==> src/rtl/serdes_shifter_if.sv <==
// Parallel/serial handshake bundle for serdes_shifter.
// The slave modport is the shifter; the master modport is the datapath that drives it.
interface serdes_shifter_if #(
   parameter int WIDTH = 8,
   parameter int UNIT  = 1
);
   logic             clear;
   logic             msb_first;
   logic [WIDTH-1:0] tx_data;
   logic             tx_valid;
   logic             tx_ready;
   logic             tx_shift;
   logic [UNIT-1:0]  ser_out;
   logic             tx_busy;
   logic             tx_underrun;
   logic [UNIT-1:0]  ser_in;
   logic             rx_shift;
   logic [WIDTH-1:0] rx_data;
   logic             rx_valid;
   logic             rx_ready;
   logic             rx_overrun;

   modport slave (
      input  clear, msb_first, tx_data, tx_valid, tx_shift, ser_in, rx_shift, rx_ready,
      output tx_ready, ser_out, tx_busy, tx_underrun, rx_data, rx_valid, rx_overrun
   );

   modport master (
      output clear, msb_first, tx_data, tx_valid, tx_shift, ser_in, rx_shift, rx_ready,
      input  tx_ready, ser_out, tx_busy, tx_underrun, rx_data, rx_valid, rx_overrun
   );
endinterface

==> src/rtl/serdes_shifter.sv <==
// Bidirectional serialiser/deserialiser with a double-buffered transmitter.
// TX first unit appears the cycle after accept; RX word is valid the cycle after its last unit.
module serdes_shifter #(
   parameter int              WIDTH    = 8,
   parameter int              UNIT     = 1,
   parameter logic [UNIT-1:0] IDLE_VAL = '1
) (
   input logic             clock,
   input logic             reset,
   serdes_shifter_if.slave bus
);
   localparam int            N    = WIDTH / UNIT;
   localparam int            CW   = (N > 1) ? $clog2(N) : 1;
   localparam logic [CW-1:0] LAST = CW'(N - 1);

   typedef enum logic {TX_IDLE, TX_SHIFT} tx_state_t;

   tx_state_t        tx_state_q, tx_state_d;
   logic [WIDTH-1:0] tx_sh_q, tx_sh_d;
   logic [WIDTH-1:0] hold_q, hold_d;
   logic [CW-1:0]    tx_cnt_q, tx_cnt_d;
   logic             tx_msb_q, tx_msb_d;
   logic             hold_full_q, hold_full_d;
   logic             underrun_q, underrun_d;
   logic             tx_accept, tx_last;

   logic [WIDTH-1:0] rx_sh_q, rx_sh_d;
   logic [WIDTH-1:0] rx_data_q, rx_data_d;
   logic [CW-1:0]    rx_cnt_q, rx_cnt_d;
   logic             rx_msb_q, rx_msb_d;
   logic             rx_valid_q, rx_valid_d;
   logic             overrun_q, overrun_d;
   logic             rx_order;
   logic [WIDTH-1:0] rx_next;

   assign tx_accept = bus.tx_valid && !hold_full_q;
   assign tx_last   = (tx_state_q == TX_SHIFT) && bus.tx_shift && (tx_cnt_q == LAST);

   always_comb begin
      tx_state_d  = tx_state_q;
      tx_sh_d     = tx_sh_q;
      hold_d      = hold_q;
      tx_cnt_d    = tx_cnt_q;
      tx_msb_d    = tx_msb_q;
      hold_full_d = hold_full_q;
      underrun_d  = 1'b0;
      if (bus.clear) begin
         tx_state_d  = TX_IDLE;
         tx_sh_d     = '0;
         hold_d      = '0;
         tx_cnt_d    = '0;
         tx_msb_d    = 1'b1;
         hold_full_d = 1'b0;
      end else begin
         case (tx_state_q)
            TX_IDLE: begin
               underrun_d = bus.tx_shift;
               if (tx_accept) begin
                  tx_state_d = TX_SHIFT;
                  tx_sh_d    = bus.tx_data;
                  tx_cnt_d   = '0;
                  tx_msb_d   = bus.msb_first;
               end
            end
            TX_SHIFT: begin
               if (tx_last) begin
                  tx_cnt_d = '0;
                  // Refill from the holding buffer first, else take a word arriving this cycle.
                  if (hold_full_q) begin
                     tx_sh_d     = hold_q;
                     tx_msb_d    = bus.msb_first;
                     hold_full_d = 1'b0;
                  end else if (tx_accept) begin
                     tx_sh_d  = bus.tx_data;
                     tx_msb_d = bus.msb_first;
                  end else begin
                     tx_state_d = TX_IDLE;
                  end
               end else begin
                  if (bus.tx_shift) begin
                     tx_sh_d  = tx_msb_q ? (tx_sh_q << UNIT) : (tx_sh_q >> UNIT);
                     tx_cnt_d = tx_cnt_q + CW'(1);
                  end
                  if (tx_accept) begin
                     hold_d      = bus.tx_data;
                     hold_full_d = 1'b1;
                  end
               end
            end
            default: tx_state_d = TX_IDLE;
         endcase
      end
   end

   // Bit order is sampled on the first unit of each word and held for the rest of it.
   assign rx_order = (rx_cnt_q == '0) ? bus.msb_first : rx_msb_q;
   assign rx_next  = rx_order ? ((rx_sh_q << UNIT) | WIDTH'(bus.ser_in))
                              : ((rx_sh_q >> UNIT) | (WIDTH'(bus.ser_in) << (WIDTH - UNIT)));

   always_comb begin
      rx_sh_d    = rx_sh_q;
      rx_data_d  = rx_data_q;
      rx_cnt_d   = rx_cnt_q;
      rx_msb_d   = rx_msb_q;
      rx_valid_d = rx_valid_q;
      overrun_d  = 1'b0;
      if (bus.clear) begin
         rx_sh_d    = '0;
         rx_data_d  = '0;
         rx_cnt_d   = '0;
         rx_msb_d   = 1'b1;
         rx_valid_d = 1'b0;
      end else begin
         if (rx_valid_q && bus.rx_ready) begin
            rx_valid_d = 1'b0;
         end
         if (bus.rx_shift) begin
            rx_sh_d  = rx_next;
            rx_msb_d = rx_order;
            if (rx_cnt_q == LAST) begin
               rx_cnt_d = '0;
               if (!rx_valid_q || bus.rx_ready) begin
                  rx_data_d  = rx_next;
                  rx_valid_d = 1'b1;
               end else begin
                  overrun_d = 1'b1;
               end
            end else begin
               rx_cnt_d = rx_cnt_q + CW'(1);
            end
         end
      end
   end

   always_ff @(posedge clock or posedge reset) begin
      if (reset) begin
         tx_state_q  <= TX_IDLE;
         tx_sh_q     <= '0;
         hold_q      <= '0;
         tx_cnt_q    <= '0;
         tx_msb_q    <= 1'b1;
         hold_full_q <= 1'b0;
         underrun_q  <= 1'b0;
         rx_sh_q     <= '0;
         rx_data_q   <= '0;
         rx_cnt_q    <= '0;
         rx_msb_q    <= 1'b1;
         rx_valid_q  <= 1'b0;
         overrun_q   <= 1'b0;
      end else begin
         tx_state_q  <= tx_state_d;
         tx_sh_q     <= tx_sh_d;
         hold_q      <= hold_d;
         tx_cnt_q    <= tx_cnt_d;
         tx_msb_q    <= tx_msb_d;
         hold_full_q <= hold_full_d;
         underrun_q  <= underrun_d;
         rx_sh_q     <= rx_sh_d;
         rx_data_q   <= rx_data_d;
         rx_cnt_q    <= rx_cnt_d;
         rx_msb_q    <= rx_msb_d;
         rx_valid_q  <= rx_valid_d;
         overrun_q   <= overrun_d;
      end
   end

   assign bus.tx_ready    = !hold_full_q;
   assign bus.tx_busy     = (tx_state_q == TX_SHIFT);
   assign bus.ser_out     = (tx_state_q == TX_IDLE) ? IDLE_VAL
                          : (tx_msb_q ? tx_sh_q[WIDTH-1 -: UNIT] : tx_sh_q[UNIT-1:0]);
   assign bus.tx_underrun = underrun_q;
   assign bus.rx_data     = rx_data_q;
   assign bus.rx_valid    = rx_valid_q;
   assign bus.rx_overrun  = overrun_q;
endmodule

==> src/flat_wrapper.sv <==
// flat-port wrapper written by rule: the top's interface ports become plain ports
module serdes_shifter_flat 
#(
   parameter int              WIDTH    = 8,
   parameter int              UNIT     = 1,
   parameter logic [UNIT-1:0] IDLE_VAL = '1
)
  (clock, reset, bus_clear, bus_msb_first, bus_tx_data, bus_tx_valid, bus_tx_shift, bus_ser_in, bus_rx_shift, bus_rx_ready, bus_tx_ready, bus_ser_out, bus_tx_busy, bus_tx_underrun, bus_rx_data, bus_rx_valid, bus_rx_overrun);
  serdes_shifter_if #(.WIDTH(WIDTH), .UNIT(UNIT)) bus_i ();
  input logic clock;
  input logic reset;
  input wire logic [$bits(bus_i.clear)-1:0] bus_clear;
  input wire logic [$bits(bus_i.msb_first)-1:0] bus_msb_first;
  input wire logic [$bits(bus_i.tx_data)-1:0] bus_tx_data;
  input wire logic [$bits(bus_i.tx_valid)-1:0] bus_tx_valid;
  input wire logic [$bits(bus_i.tx_shift)-1:0] bus_tx_shift;
  input wire logic [$bits(bus_i.ser_in)-1:0] bus_ser_in;
  input wire logic [$bits(bus_i.rx_shift)-1:0] bus_rx_shift;
  input wire logic [$bits(bus_i.rx_ready)-1:0] bus_rx_ready;
  output wire logic [$bits(bus_i.tx_ready)-1:0] bus_tx_ready;
  output wire logic [$bits(bus_i.ser_out)-1:0] bus_ser_out;
  output wire logic [$bits(bus_i.tx_busy)-1:0] bus_tx_busy;
  output wire logic [$bits(bus_i.tx_underrun)-1:0] bus_tx_underrun;
  output wire logic [$bits(bus_i.rx_data)-1:0] bus_rx_data;
  output wire logic [$bits(bus_i.rx_valid)-1:0] bus_rx_valid;
  output wire logic [$bits(bus_i.rx_overrun)-1:0] bus_rx_overrun;
  assign bus_i.clear = bus_clear;
  assign bus_i.msb_first = bus_msb_first;
  assign bus_i.tx_data = bus_tx_data;
  assign bus_i.tx_valid = bus_tx_valid;
  assign bus_i.tx_shift = bus_tx_shift;
  assign bus_i.ser_in = bus_ser_in;
  assign bus_i.rx_shift = bus_rx_shift;
  assign bus_i.rx_ready = bus_rx_ready;
  assign bus_tx_ready = bus_i.tx_ready;
  assign bus_ser_out = bus_i.ser_out;
  assign bus_tx_busy = bus_i.tx_busy;
  assign bus_tx_underrun = bus_i.tx_underrun;
  assign bus_rx_data = bus_i.rx_data;
  assign bus_rx_valid = bus_i.rx_valid;
  assign bus_rx_overrun = bus_i.rx_overrun;
  serdes_shifter #(.WIDTH(WIDTH), .UNIT(UNIT), .IDLE_VAL(IDLE_VAL)) u_core (.clock(clock), .reset(reset), .bus(bus_i));
endmodule
==> config.mk <==
export PLATFORM = sky130hd
export DESIGN_NAME = serdes_shifter_flat
export DESIGN_NICKNAME = d
export VERILOG_FILES = /design/src/rtl/serdes_shifter_if.sv /design/src/rtl/serdes_shifter.sv /design/src/flat_wrapper.sv
export SDC_FILE = /design/constraint.sdc
export NUM_CORES = 1
export LEC_CHECK = 0
export ABC_AREA = 1
export CORE_ASPECT_RATIO = 0.5
export CORE_MARGIN = 2
export CORE_UTILIZATION = 35
export CTS_BUF_LIST = sky130_fd_sc_hd__clkbuf_4 sky130_fd_sc_hd__clkbuf_8
export DETAILED_ROUTE_END_ITERATION = 12
export DONT_BUFFER_PORTS = 1
export PLACE_DENSITY = 0.55
export SYNTH_ARGS = -nofsm -noshare
export SYNTH_HDL_FRONTEND = slang
export SYNTH_SLANG_ARGS = --single-unit
==> constraint.sdc <==
create_clock -name clock -period 2.1 [get_ports clock]
set_input_delay 0.105 -clock clock [delete_from_list [all_inputs] [get_ports clock]]
set_output_delay 0.105 -clock clock [all_outputs]
set_load 0.02 [all_outputs]
Word-level counts from Yosys, hierarchy flattened
Index checks and enable logic that the tools add are counted.
{"block": "word_totals", "ff_bits": 45, "inputBits": 17, "out_inout_bits": 14, "wordCells": 98}
{"block": "classes", "n_addsub": 2, "n_eq_ne": 6, "muxes": 56, "bitwise_logic": 3, "reduce_logical": 18}
{"operator": "8-bit 2-to-1 mux", "count": 17}
{"operator": "1-bit 2-to-1 mux", "count": 28}
{"operator": "3-bit 2-to-1 mux", "count": 7}
{"operator": "8-bit case mux with 2 select lines", "count": 1}
{"operator": "2-bit nonzero test", "count": 5}
{"operator": "7-bit by 8-bit OR with 8-bit output", "count": 1}
{"operator": "8-bit by 1-bit OR with 8-bit output", "count": 1}
{"operator": "3-bit by 1-bit adder with 3-bit output, second input constant", "count": 2}
{"operator": "3-bit equality test, second input constant", "count": 2}
{"operator": "3-bit case mux with 2 select lines", "count": 1}
{"operator": "3-bit AND reduction", "count": 2}
{"operator": "1-bit logical AND", "count": 4}
{"operator": "4-bit != test, second input constant", "count": 1}
{"operator": "1-bit case mux with 2 select lines", "count": 2}
{"operator": "2-bit AND reduction", "count": 2}
{"operator": "3-bit logical NOT", "count": 1}
{"operator": "3-bit by 2-bit != test with 1-bit output, second input constant", "count": 1}
{"operator": "3-bit != test, second input constant", "count": 1}
{"operator": "3-bit nonzero test", "count": 1}
{"operator": "1-bit logical NOT", "count": 2}
{"operator": "2-bit != test, second input constant", "count": 1}
{"operator": "1-bit logical OR", "count": 1}
{"operator": "1-bit NOT", "count": 1}

Longest topological paths before layout
{"block": "depth", "depth_word": 7, "depth_mapped": 10}

Least setup slack after synthesis
No wires, ideal clock.
{"block": "synth_path", "path_type": "reg-to-reg", "start": "register u_core.rx_cnt_q[0]", "end": "register u_core.rx_data_q[0] (netlist: u_core.bus.rx_data[0])", "arrival_time_ns": 1.354, "required_ns": 1.982, "setup_slack_ns": 0.628, "stages_incl_launch_ff": 7, "path_cell_list": "dfrtp_1 > ha_1 > ha_1 > a31oi_4 > inv_1 > nand3_1 > nand2_1"}
{"block": "synth_via", "elab_chain_cells": 7}
{"item": "from (decl)", "line_no": "serdes_shifter.sv:29", "source": "logic [CW-1:0] rx_cnt_q, rx_cnt_d;"}
{"item": "from (signal assigned)", "line_no": "serdes_shifter.sv:160", "source": "rx_cnt_q <= rx_cnt_d;"}
{"item": "3-bit logical NOT", "line_no": "serdes_shifter.sv:96", "source": "assign rx_order = (rx_cnt_q == '0) ? bus.msb_first : rx_msb_q;"}
{"item": "1-bit 2-to-1 mux", "line_no": "serdes_shifter.sv:96"}
{"item": "8-bit 2-to-1 mux", "line_no": "serdes_shifter.sv:97", "source": "assign rx_next = rx_order ? ((rx_sh_q << UNIT) | WIDTH'(bus.ser_in))"}
{"item": "8-bit 2-to-1 mux", "line_no": "serdes_shifter.sv:122", "source": "if (!rx_valid_q || bus.rx_ready) begin"}
{"item": "8-bit 2-to-1 mux", "line_no": "serdes_shifter.sv:120", "source": "if (rx_cnt_q == LAST) begin"}
{"item": "8-bit 2-to-1 mux", "line_no": "serdes_shifter.sv:117", "source": "if (bus.rx_shift) begin"}
{"item": "8-bit 2-to-1 mux", "line_no": "serdes_shifter.sv:107", "source": "if (bus.clear) begin"}
{"item": "to (signal assigned)", "line_no": "serdes_shifter.sv:159", "source": "rx_data_q <= rx_data_d;"}
{"item": "to (decl)", "line_no": "serdes_shifter.sv:28", "source": "logic [WIDTH-1:0] rx_data_q, rx_data_d;"}
Several ways; a longest one is shown, not always the timed one. The select of a mux whose other input is x is not followed.
A chain may end at the register's enable or synchronous reset.

Worst setup path after layout
{"block": "layout_path", "start": "register u_core.rx_cnt_q[0]", "end": "register u_core.rx_data_q[1] (netlist: u_core.bus.rx_data[1])"}
Same word-level chain as after synthesis.

==> summary.txt <==
Outcome = finished, final reports clean
Critical path launch point = u_core.rx_cnt_q[0]$_DFFE_PP0P_
Final #Nets = 397
Via count = 2327
Post-Syn Nets = 384
Slew HR = 0.519
Diodes inserted = 0
Placeable Area = 0.00732 mm^2
Ys flop type = dfrtp_1
Commonest cells after routing, fill and taps aside = 116 x nand2_1, 54 x nand3_1, 43 x dfrtp_1, 36 x inv_1, 33 x a21oi_1
Slew @ Worst Pin = 713 ps
Die width = 127 um
Synth Cell Area = 0.00265 mm^2
Post-Synth XOR/XNOR Area = 0
Routed vias/inst = 4.94
Wirelength, routed = 6340 um
Cts bufs inserted = 5
Overall power = 2.09 mW
Final Critical Period = 1720 ps
Post-synthesis simple-gate area fraction = 0.322
Antenna violations before repair = 0
Unique cell type count in the Yosys netlist = 29
Clk slew on worst S/H paths = 90 ps
Clock Sinks = 45
Critical Path End Type = flip-flop
Mux share of post-synthesis cell area = 0
WHS = 9.26 ps
Hold Path Class = primary input to flip-flop
Post-synthesis compound-gate area fraction = 0.130
Commonest non-fill, non-tap cell in the layout = nand2_1
Largest family of logic cells by synthesized area = simple AND/OR/NAND/NOR gates
Startpoint Class = flip-flop
Final setup vio count = 0
Pin count of the biggest net entering global routing = 40
EDFF count, synth = 0
Final Hold Viols = 0
Worst-skew pair later-pin latency = 310 ps
Layout cell share with drive strength beyond 1 = 0.107
Worst-path fanout max = 9
Register bit total from synthesis = 45
Skew final = 4.08 ps
I/O Pins = 31
Layout area overhead = 11.8%
Setup WS pre-CTS = 369 ps
Worst Path Arrival = 1930 ps
TritonCTS clock tree = done
Critical register-to-register path startpoint = u_core.rx_cnt_q[0]$_DFFE_PP0P_
Setup_tns = 0 ps
Max_cap viols = 0
Grt total ovfl = 0
Tot GR Track Use = 0.170
Number of global-route vias before repair = 2372
Post-CTS setup buffers = 0
Avg Cell Area, Syn = 7.33 um^2
Unrepaired setup endpoints after global routing = false
Adder-cell area share of the yosys netlist = 0.0284
Die height = 65.5 um
Final Cycle Share = 0.817
Final Cell Area = 0.00296 mm^2
# H-tree levels = 2
Rows = 22
Setup CP Type = flip-flop to flip-flop
DIE AREA = 0.00832 mm^2
Register area share after synthesis = 0.426
Hold Path Depth = 3
R2R cell count = 6
Asr flop ratio synth = 1.00
First-pass GRT wire length = 11200 um
Pins Over Slew Limit = 0
YS warnings = 0
Post-DP HPWL = 4650 um
Worst setup margin = 383 ps
Post-detailed-route count of antenna-violating nets = 0
Leakage = 1.50 nW
DP Area = 0.00274 mm^2
Layout fillers = 761
Hold_sp = bus_clear
Synthesized instance count = 361
Final GP Congestion = 0.839
WP data required = 2310 ps
Pwr Density = 708 mW/mm^2
CTS max path bufs = 2
Initial DRT Pass Iterations = 6
Fmax = 583 MHz
Worst vdd ir = 0.270 mV
Port buffer count = 0
WL/cell = 13.5 um
Clk root buf = clkbuf_8
Drt drc = 0
Effective utilization at floorplan = 0.362
Initial DRC count = 90
## state kept, by name (all words and copies together) (netlist names)
register	cells
u_core.bus.rx_data	8
u_core.hold_q	8
u_core.rx_sh_q	8
u_core.tx_sh_q	8
u_core.rx_cnt_q	3
u_core.tx_cnt_q	3
u_core.bus.rx_overrun	1
u_core.bus.rx_valid	1
u_core.bus.tx_busy	1
u_core.bus.tx_underrun	1
u_core.hold_full_q	1
u_core.rx_msb_q	1
u_core.tx_msb_q	1
## where the power goes
group / internal, mW / switching (mW) / leakage (nW)
registers: 0.950 / 0.0979 / 0.600
clock network: 0.248 / 0.322 / 0.0408
logic: 0.167 / 0.309 / 0.857
## critical path, stage by stage (launching register included)
cell and delay [ps]:
dfrtp_1 410, ha_1 230, ha_1 250, a31oi_4 320
inv_1 210, nand3_1 140, nand2_1 50
## per-layer routing
layer | GRT usage | part of all wire | vias to the layer above
met3 | 0.0440 | 0.053 | 8
met2 | 0.278 | 0.45 | 39
met4 | 0.0591 | 0.014 | 0
met5 | 0 | 0 | -
met1 | 0.223 | 0.48 | 1099
li1 | - | - | 1181
## what timing repair did
action                                 4_1_cts  5_1_grt
endpoints found under the hold margin       72        0
resized for setup                            0        0
hold buffers                                13        0
## final cells by class
type	instances	area, um^2	area share
multi-input combinational	260	1270	0.430
sequential	45	1130	0.381
timing repair buffer	20	183	0.0617
inverter	42	165	0.0558
tap	96	120	0.0406
clock buffer	6	76.3	0.0258
clock inverter	2	15.0	0.00507
## cell usage after synthesis (2+ instances only)
master     n  share of area
nand2_1  116           0.16
nand3_1   54           0.10
dfrtp_1   43           0.41
inv_1     37          0.052
a21oi_1   33          0.062
o21ai_0   15          0.028
nor2_1    12          0.017
buf_2      9          0.017
a21oi_2    6          0.020
ha_1       6          0.028
buf_4      3         0.0085
inv_4      3         0.0071
nor2_2     3         0.0071
o21ai_1    3         0.0057
dfstp_2    2          0.020
inv_2      2         0.0028
or2_2      2         0.0047
## cells by family (layout without fill, tap and decap cells)
| logic type | count (synthesis) | in the layout |
|---|---|---|
| AND/OR/NAND/NOR | 194 | 194 |
| AO/OA/AOI/OAI | 60 | 60 |
| buffers and inverters | 56 | 70 |
| flip-flops | 45 | 45 |
| adder cells (fa/ha/maj) | 6 | 6 |
## stage by stage
| stage | instances | utilization |
|---|---|---|
| after detailed placement | 450 | 0.374 |
| after global routing | 471 | 0.404 |
| after CTS | 471 | 0.404 |
| final | 471 | 0.404 |
| after global placement | 450 | 0.374 |
| after floorplan | 361 | - |
## final timing paths
check	slack [ps]	endpoint
hold / removal	9	u_core.bus.rx_overrun$_DFF_PP0_
setup / recovery	380	u_core.bus.rx_data[1]$_DFFE_PP0P_
hold reg to reg	480	u_core.rx_sh_q[6]$_DFFE_PP0P_
max in group asynchronous	1210	u_core.tx_msb_q$_DFFE_PP1P_
min in group asynchronous	130	u_core.bus.rx_overrun$_DFF_PP0_
setup reg to reg	380	u_core.bus.rx_data[1]$_DFFE_PP0P_
Power figures use the tool's default switching activity.
